<file path="src/rtl/prim_clock_meas_sched.sv">
// prim_clock_meas_sched
//
// Round-robin scheduler that shares one clock-measurement channel among
// NumChan measured clocks. Each visit selects the next enabled channel,
// latches its select and thresholds, enables the measurement unit, drops the
// warm-up result, evaluates SampleCnt results and then idles for SettleCycles
// before moving on. FailThresh consecutive fast (slow) results set a sticky
// per-channel fast (slow) error.
//
// Ports:
//   clk_i, rst_ni        clock, synchronous active-low reset
//   en_i                 global scheduler enable
//   chan_en_i            per-channel enable
//   max_cnt_i/min_cnt_i  packed per-channel fast/slow thresholds
//   meas_sel_o           clock-mux select of the active channel
//   meas_en_o            measurement enable
//   meas_max/min_cnt_o   thresholds latched for the current visit
//   meas_valid_i         result-valid pulse; meas_fast_i/meas_slow_i qualify it
//   err_clr_i            per-channel clear of sticky errors and fail counters
//   fast_err_o/slow_err_o sticky per-channel errors
//   busy_o               FSM not idle
//   round_done_o         one-cycle pulse when a round completes
//   wdog_o               watchdog event pulse (only with the macro below)
//
// Optional feature: define PRIM_CLOCK_MEAS_SCHED_WATCHDOG_EN to add a
// watchdog that ends a visit (and flags both errors) when no valid pulse
// arrives within WatchdogCycles cycles.

module prim_clock_meas_sched #(
  parameter int NumChan        = 4,
  parameter int CntWidth       = 5,
  parameter int SampleCnt      = 4,
  parameter int FailThresh     = 2,
  parameter int SettleCycles   = 8,
  parameter int WatchdogCycles = 256
) (
  input  logic                         clk_i,
  input  logic                         rst_ni,
  input  logic                         en_i,
  input  logic [NumChan-1:0]           chan_en_i,
  input  logic [NumChan*CntWidth-1:0]  max_cnt_i,
  input  logic [NumChan*CntWidth-1:0]  min_cnt_i,
  output logic [$clog2(NumChan)-1:0]   meas_sel_o,
  output logic                         meas_en_o,
  output logic [CntWidth-1:0]          meas_max_cnt_o,
  output logic [CntWidth-1:0]          meas_min_cnt_o,
  input  logic                         meas_valid_i,
  input  logic                         meas_fast_i,
  input  logic                         meas_slow_i,
  input  logic [NumChan-1:0]           err_clr_i,
  output logic [NumChan-1:0]           fast_err_o,
  output logic [NumChan-1:0]           slow_err_o,
  output logic                         busy_o,
  output logic                         round_done_o
`ifdef PRIM_CLOCK_MEAS_SCHED_WATCHDOG_EN
  ,
  output logic                         wdog_o
`endif
);

  localparam int SelW = $clog2(NumChan);
  localparam int ScW  = $clog2(SampleCnt + 2);
  localparam int StW  = $clog2(SettleCycles + 1);
  localparam int FcW  = $clog2(FailThresh + 1);

  if (NumChan < 2 || SampleCnt < 1 || FailThresh < 1 || SettleCycles < 1 ||
      WatchdogCycles < 1) begin : g_param_check
    $error("prim_clock_meas_sched: illegal parameter value");
  end

  typedef enum logic [1:0] {
    StIdle,
    StSelect,
    StMeasure,
    StSettle
  } state_e;

  state_e state_q, state_d;

  logic [SelW-1:0]     ptr_q, sel_q, next_chan;
  logic                next_found;
  logic [CntWidth-1:0] max_q, min_q;
  logic [ScW-1:0]      smp_q;
  logic [StW-1:0]      settle_q;
  logic [NumChan-1:0]  fast_err_q, slow_err_q;
  logic [FcW-1:0]      fast_cnt_q [NumChan];
  logic [FcW-1:0]      slow_cnt_q [NumChan];
  logic [FcW-1:0]      fast_cnt_nxt, slow_cnt_nxt;

  logic abort, meas_active, eval, last_eval, settle_done, higher_en;
  logic set_fast, set_slow, wdog_fire;

  // Next enabled channel strictly after the last-served one; a lone enabled
  // channel wraps around onto itself.
  always_comb begin
    // NOTE: every signal written here gets a default first, so no path can
    // leave one unassigned and infer a latch.
    next_chan  = ptr_q;
    next_found = 1'b0;
    for (int i = 1; i <= NumChan; i++) begin
      if (!next_found && chan_en_i[(int'(ptr_q) + i) % NumChan]) begin
        next_found = 1'b1;
        next_chan  = SelW'((int'(ptr_q) + i) % NumChan);
      end
    end
  end

  always_comb begin
    higher_en = 1'b0;
    for (int j = 0; j < NumChan; j++) begin
      if (j > int'(sel_q) && chan_en_i[j]) higher_en = 1'b1;
    end
  end

  // Abort has priority over a coinciding valid: that sample is dropped.
  assign abort       = (state_q == StMeasure) && (!en_i || !chan_en_i[sel_q]);
  assign meas_active = (state_q == StMeasure) && !abort;
  // smp_q counts valids seen this visit; the first (count 0) is the warm-up.
  assign eval        = meas_active && meas_valid_i && (smp_q != '0);
  assign last_eval   = eval && (smp_q == ScW'(SampleCnt));
  assign settle_done = (state_q == StSettle) && (settle_q == StW'(SettleCycles - 1));

  // Saturating fail counters of the active channel, evaluated from the old
  // value so a coinciding clear cannot mask a sample that reaches threshold.
  always_comb begin
    fast_cnt_nxt = '0;
    slow_cnt_nxt = '0;
    if (meas_fast_i) begin
      fast_cnt_nxt = (fast_cnt_q[sel_q] == FcW'(FailThresh)) ? fast_cnt_q[sel_q]
                                                             : fast_cnt_q[sel_q] + 1'b1;
    end
    if (meas_slow_i) begin
      slow_cnt_nxt = (slow_cnt_q[sel_q] == FcW'(FailThresh)) ? slow_cnt_q[sel_q]
                                                             : slow_cnt_q[sel_q] + 1'b1;
    end
  end

  assign set_fast = (eval && meas_fast_i && fast_cnt_nxt == FcW'(FailThresh)) || wdog_fire;
  assign set_slow = (eval && meas_slow_i && slow_cnt_nxt == FcW'(FailThresh)) || wdog_fire;

`ifdef PRIM_CLOCK_MEAS_SCHED_WATCHDOG_EN
  localparam int WdW = $clog2(WatchdogCycles + 1);
  logic [WdW-1:0] wdog_q;

  always_ff @(posedge clk_i) begin
    if (!rst_ni) begin
      wdog_q <= '0;
    end else if (state_q != StMeasure || meas_valid_i) begin
      wdog_q <= '0;
    end else begin
      wdog_q <= wdog_q + 1'b1;
    end
  end

  assign wdog_fire = meas_active && !meas_valid_i && (wdog_q == WdW'(WatchdogCycles - 1));
  assign wdog_o    = wdog_fire;
`else
  assign wdog_fire = 1'b0;
`endif

  always_comb begin
    state_d = state_q;
    unique case (state_q)
      StIdle:    if (en_i && |chan_en_i) state_d = StSelect;
      StSelect:  state_d = (en_i && next_found) ? StMeasure : StIdle;
      StMeasure: if (abort || last_eval || wdog_fire) state_d = StSettle;
      StSettle:  if (settle_done) state_d = en_i ? StSelect : StIdle;
      default:   state_d = StIdle;
    endcase
  end

  always_ff @(posedge clk_i) begin
    if (!rst_ni) begin
      // NOTE: sequential state uses non-blocking assignments only, so every
      // flop samples the pre-edge values regardless of statement order.
      state_q  <= StIdle;
      ptr_q    <= SelW'(NumChan - 1);
      sel_q    <= '0;
      max_q    <= '0;
      min_q    <= '0;
      smp_q    <= '0;
      settle_q <= '0;
    end else begin
      state_q <= state_d;
      if (state_q == StSelect && state_d == StMeasure) begin
        sel_q <= next_chan;
        ptr_q <= next_chan;
        max_q <= max_cnt_i[int'(next_chan)*CntWidth +: CntWidth];
        min_q <= min_cnt_i[int'(next_chan)*CntWidth +: CntWidth];
        smp_q <= '0;
      end else if (meas_active && meas_valid_i) begin
        smp_q <= smp_q + 1'b1;
      end
      settle_q <= (state_q == StSettle) ? settle_q + 1'b1 : '0;
    end
  end

  always_ff @(posedge clk_i) begin
    if (!rst_ni) begin
      fast_err_q <= '0;
      slow_err_q <= '0;
      // NOTE: the fail counters are an array but still control behaviour, so
      // every entry is reset explicitly rather than left as uninitialised RAM.
      for (int k = 0; k < NumChan; k++) begin
        fast_cnt_q[k] <= '0;
        slow_cnt_q[k] <= '0;
      end
    end else begin
      for (int k = 0; k < NumChan; k++) begin
        if (eval && sel_q == SelW'(k)) begin
          fast_cnt_q[k] <= fast_cnt_nxt;
          slow_cnt_q[k] <= slow_cnt_nxt;
        end else if (err_clr_i[k]) begin
          fast_cnt_q[k] <= '0;
          slow_cnt_q[k] <= '0;
        end
        // A set in the same cycle as a clear wins.
        if (set_fast && sel_q == SelW'(k)) fast_err_q[k] <= 1'b1;
        else if (err_clr_i[k])             fast_err_q[k] <= 1'b0;
        if (set_slow && sel_q == SelW'(k)) slow_err_q[k] <= 1'b1;
        else if (err_clr_i[k])             slow_err_q[k] <= 1'b0;
      end
    end
  end

  assign meas_sel_o     = sel_q;
  assign meas_en_o      = (state_q == StMeasure);
  assign meas_max_cnt_o = max_q;
  assign meas_min_cnt_o = min_q;
  assign fast_err_o     = fast_err_q;
  assign slow_err_o     = slow_err_q;
  assign busy_o         = (state_q != StIdle);
  assign round_done_o   = settle_done && !higher_en;

endmodule

</file>
<file path="config.mk">
export PLATFORM = sky130hd
export DESIGN_NAME = prim_clock_meas_sched
export DESIGN_NICKNAME = d
export VERILOG_FILES = /design/src/rtl/prim_clock_meas_sched.sv
export SDC_FILE = /design/constraint.sdc
export NUM_CORES = 1
export LEC_CHECK = 0
export CORE_MARGIN = 4
export CORE_UTILIZATION = 28
export DETAILED_ROUTE_END_ITERATION = 8
export SLEW_MARGIN = 10
export SYNTH_ARGS = -nofsm -noshare
export SYNTH_HDL_FRONTEND = slang
export SYNTH_SLANG_ARGS = --single-unit
</file>
<file path="constraint.sdc">
create_clock -name clk_i -period 3.02 [get_ports clk_i]
set_input_delay 0.604 -clock clk_i [delete_from_list [all_inputs] [get_ports clk_i]]
set_output_delay 0.604 -clock clk_i [all_outputs]
set_load 0.02 [all_outputs]
</file>
==> flow_summary.ini <==
[status]
run_status = complete, no violations

[logic_synthesis]
synthArstFlopShare_pct = 0
synth-edff-count = 16
postSynthAreaPerCell_um2 = 10.0
syn_inst = 261
syn_area_um2 = 2610
synth-seq-cells = 49
syn-num-nets = 320
ys_seq_area_share_pct = 43.7
ys.flop_type = dfxtp_1
synthDistinctLibCells = 44
yosys_warnings = 0

[clock_network]
post_cts_resized = 0
post_cts_buffers = 0
cts.path.max_buffers = 2
cts_tree = yes
cts_hold_buf = 0
cts_buffers = 5
ctsRootBufferMaster = clkbuf_8
clk_pin_slew_ns = 0.09
cts.htree.levels = 2
clock_sinks = 49
clkLatencyLatePin_ns = 0.31

[grt]
grt.busiest_layer = met2
first_global_vias = 2264
use_met3_pct = 3.14
grt_max_degree = 23
gr-total-overflow = 0
use_met2_pct = 23.4
use_met1_pct = 14.1
grt_antenna_before_repair = 0
grt.total_usage_pct = 12.6
grt_pass1_wl_um = 11200

[power]
ir_drop_mv = 0.192
powerDensity_nw_per_um2 = 429
pwr-share-comb_pct = 21.0
p_switching_uw = 408
p_sw_share_pct = 26.8
power.internal_uw = 1110
p_clk_share_pct = 31.4
sequentialPowerShare_pct = 47.6
totalPowerFinal_uw = 1520
p_leak_uw = 0.00128

[critical_path]
ff2ff_setup_slack_ns = 0.96
end_kind = output pin
crit_chain = clkdlybuf4s50_1, nor2_1, o221ai_1, nor2_1, clkdlybuf4s50_1
crit_buf_inv = 2
crit_path_start_kind = primary input
reg2reg_depth = 6
slowest_delay_ns = 0.60
path_delay_family = buffers and inverters
worstPathArrival_ns = 2.14
crit_path_max_fanout = 5
rr_endpoint = slow_err_o[3]$_SDFFE_PN0P_
worstSetupPathType = in2out
crit_required_ns = 2.42
cp_slowest_cell = clkdlybuf4s50_1

[routing]
wl_um = 6810
wire_per_inst_um = 15.3
via_per_inst = 4.91
first_iter_violations = 122
vias = 2188
drt_first_pass_iters = 4
drc = 0
ant_nets = 0

[die]
fp.dieH_um = 105
boundaryPins = 77
die_w_um = 105
start_util_pct = 29.4
rows = 34
core_area_um2 = 8890
dieArea_um2 = 10900

[cells_and_area]
multi_input_area_um2 = 1280
area_growth_pct = 35.8
drive_gt1_share_pct = 13.3
fillCellCount = 895
num_antenna_cells = 0
final_nets = 396
regArea_um2 = 1140
post_layout_nonfiller_instances = 446

[timing]
finalSetupTns_ns = 0
setup_viol = 0
hold_viol_final = 0
finalCritPeriodShare_pct = 90.8
hold_slack_ns = 0.458
maxSlewViolCount = 0
skew_ns = 0.0146
relSlewSlack_pct = 65.8
tightest_slew_ns = 0.508
period_needed_ns = 2.74
rsz0062_at_grt = no
max_freq_mhz = 365

[place]
dp_cells = 438
port_buffers = 76
gp_congestion = 0.743
dp_hpwl_um = 5210

[min_path]
hold_path_depth = 1
min_from = settle_q[0]$_SDFF_PN0_
hold_end = settle_q[0]$_SDFF_PN0_
min-delay-path-class = reg2reg

[flow_run]
cap_violations = 0
## synth_stat cells (2+ instances only)
cell	instances	area share, %
dfxtp_1	33	25
xor2_1	2	0.67
edfxtp_1	16	18
mux4_2	5	4.3
a21oi_1	9	1.7
nand2b_1	5	1.2
nand3_1	17	3.3
nor2b_1	3	0.72
buf_6	4	1.7
nor2_1	35	5.0
a211oi_1	10	2.9
a32o_1	2	0.77
o31ai_1	13	3.7
clkbuf_1	5	0.72
o21ai_0	4	0.77
nand2_1	17	2.4
inv_1	11	1.6
nor4_2	2	0.96
ha_1	5	2.4
a211oi_2	11	5.3
and3_1	19	4.5
xnor2_1	2	0.67
a22o_1	6	2.0
clkbuf_8	5	2.6
## power by group through the flow
stage,Combinational (uW),Sequential (uW),Clock (uW)
detailed placement,323,739,0
finish,320,724,477
floorplan,189,742,0
global route,349,729,522
CTS,324,724,494
global placement,320,739,0
## flip-flops by register name, indices dropped and copies added, names as in the netlist, named ones only
name / flops
meas_min_cnt_o: 5
meas_max_cnt_o: 5
fast_err_o: 4
settle_q: 4
meas_sel_o: 2
smp_q: 3
slow_cnt_q: 8
fast_cnt_q: 8
ptr_q: 2
state_q: 2
slow_err_o: 4
## final cells by class
cell class                 count  share of cell area (%)
timing repair buffer          86                    23.5
clock buffer                   5                    1.94
inverter                      11                    1.16
tap                          108                    3.81
clock inverter                 3                    1.30
multi-input combinational    184                    36.1
sequential                    49                    32.1
## cell families after synthesis
| logic type | after synthesis | share of synthesized area [%] |
|---|---|---|
| AO/OA/AOI/OAI | 62 | 19.7 |
| buffers and inverters | 28 | 7.32 |
| AND/OR/NAND/NOR | 108 | 21.3 |
| adder cells (fa/ha/maj) | 5 | 2.39 |
| flip-flops | 49 | 43.7 |
| XOR/XNOR | 4 | 1.34 |
| multiplexers | 5 | 4.31 |
## per-layer routing
layer	vias up	share of wire (%)
met4	0	1.2
met2	41	53
met5	-	0
met3	7	4.3
li1	1109	-
met1	1031	42
## metrics by stage
stage               setup slack, ns  utilization, %  cell area [um^2]
CTS                           0.263            39.9              3550
finish                        0.278            39.9              3550
floorplan                      1.02               -              2610
global placement              0.300            38.6              3430
global route                  0.166            39.9              3550
detailed placement            0.268            38.6              3430
## layout by cell type (no fill, tap or decap), types with 2 or more instances in the layout
cell / n
edfxtp_1: 16
o21ai_0: 4
clkbuf_8: 5
o31ai_1: 13
clkdlybuf4s50_1: 76
ha_1: 5
a21oi_1: 9
and3_1: 19
buf_4: 10
a211oi_1: 10
a211oi_2: 11
inv_1: 11
xor2_1: 2
mux4_2: 5
nand3_1: 17
nand2_1: 17
xnor2_1: 2
nor2b_1: 3
a32o_1: 2
nand2b_1: 5
nor2_1: 35
nor4_2: 2
dfxtp_1: 33
a22o_1: 6
## worst max path at each step
stage | start | to | slack [ns] | cells past startpoint
detailed placement | chan_en_i[3] | round_done_o | 0.27 | 5
global route | chan_en_i[3] | round_done_o | 0.17 | 5
finish | chan_en_i[3] | round_done_o | 0.28 | 5
global placement | chan_en_i[3] | round_done_o | 0.30 | 5
CTS | chan_en_i[3] | round_done_o | 0.26 | 5
floorplan | meas_sel_o[1]$_SDFFE_PN0P_ | round_done_o | 1.02 | 5
## worst reg2reg max path, cell delays in order (launching register included)
cell and delay, ns:
dfxtp_1 0.50, mux4_2 0.54, inv_1 0.07, ha_1 0.13, nand2_1 0.14, nor4_2 0.42
a32o_1 0.23
Note: power is estimated with default switching activity, not from simulation.
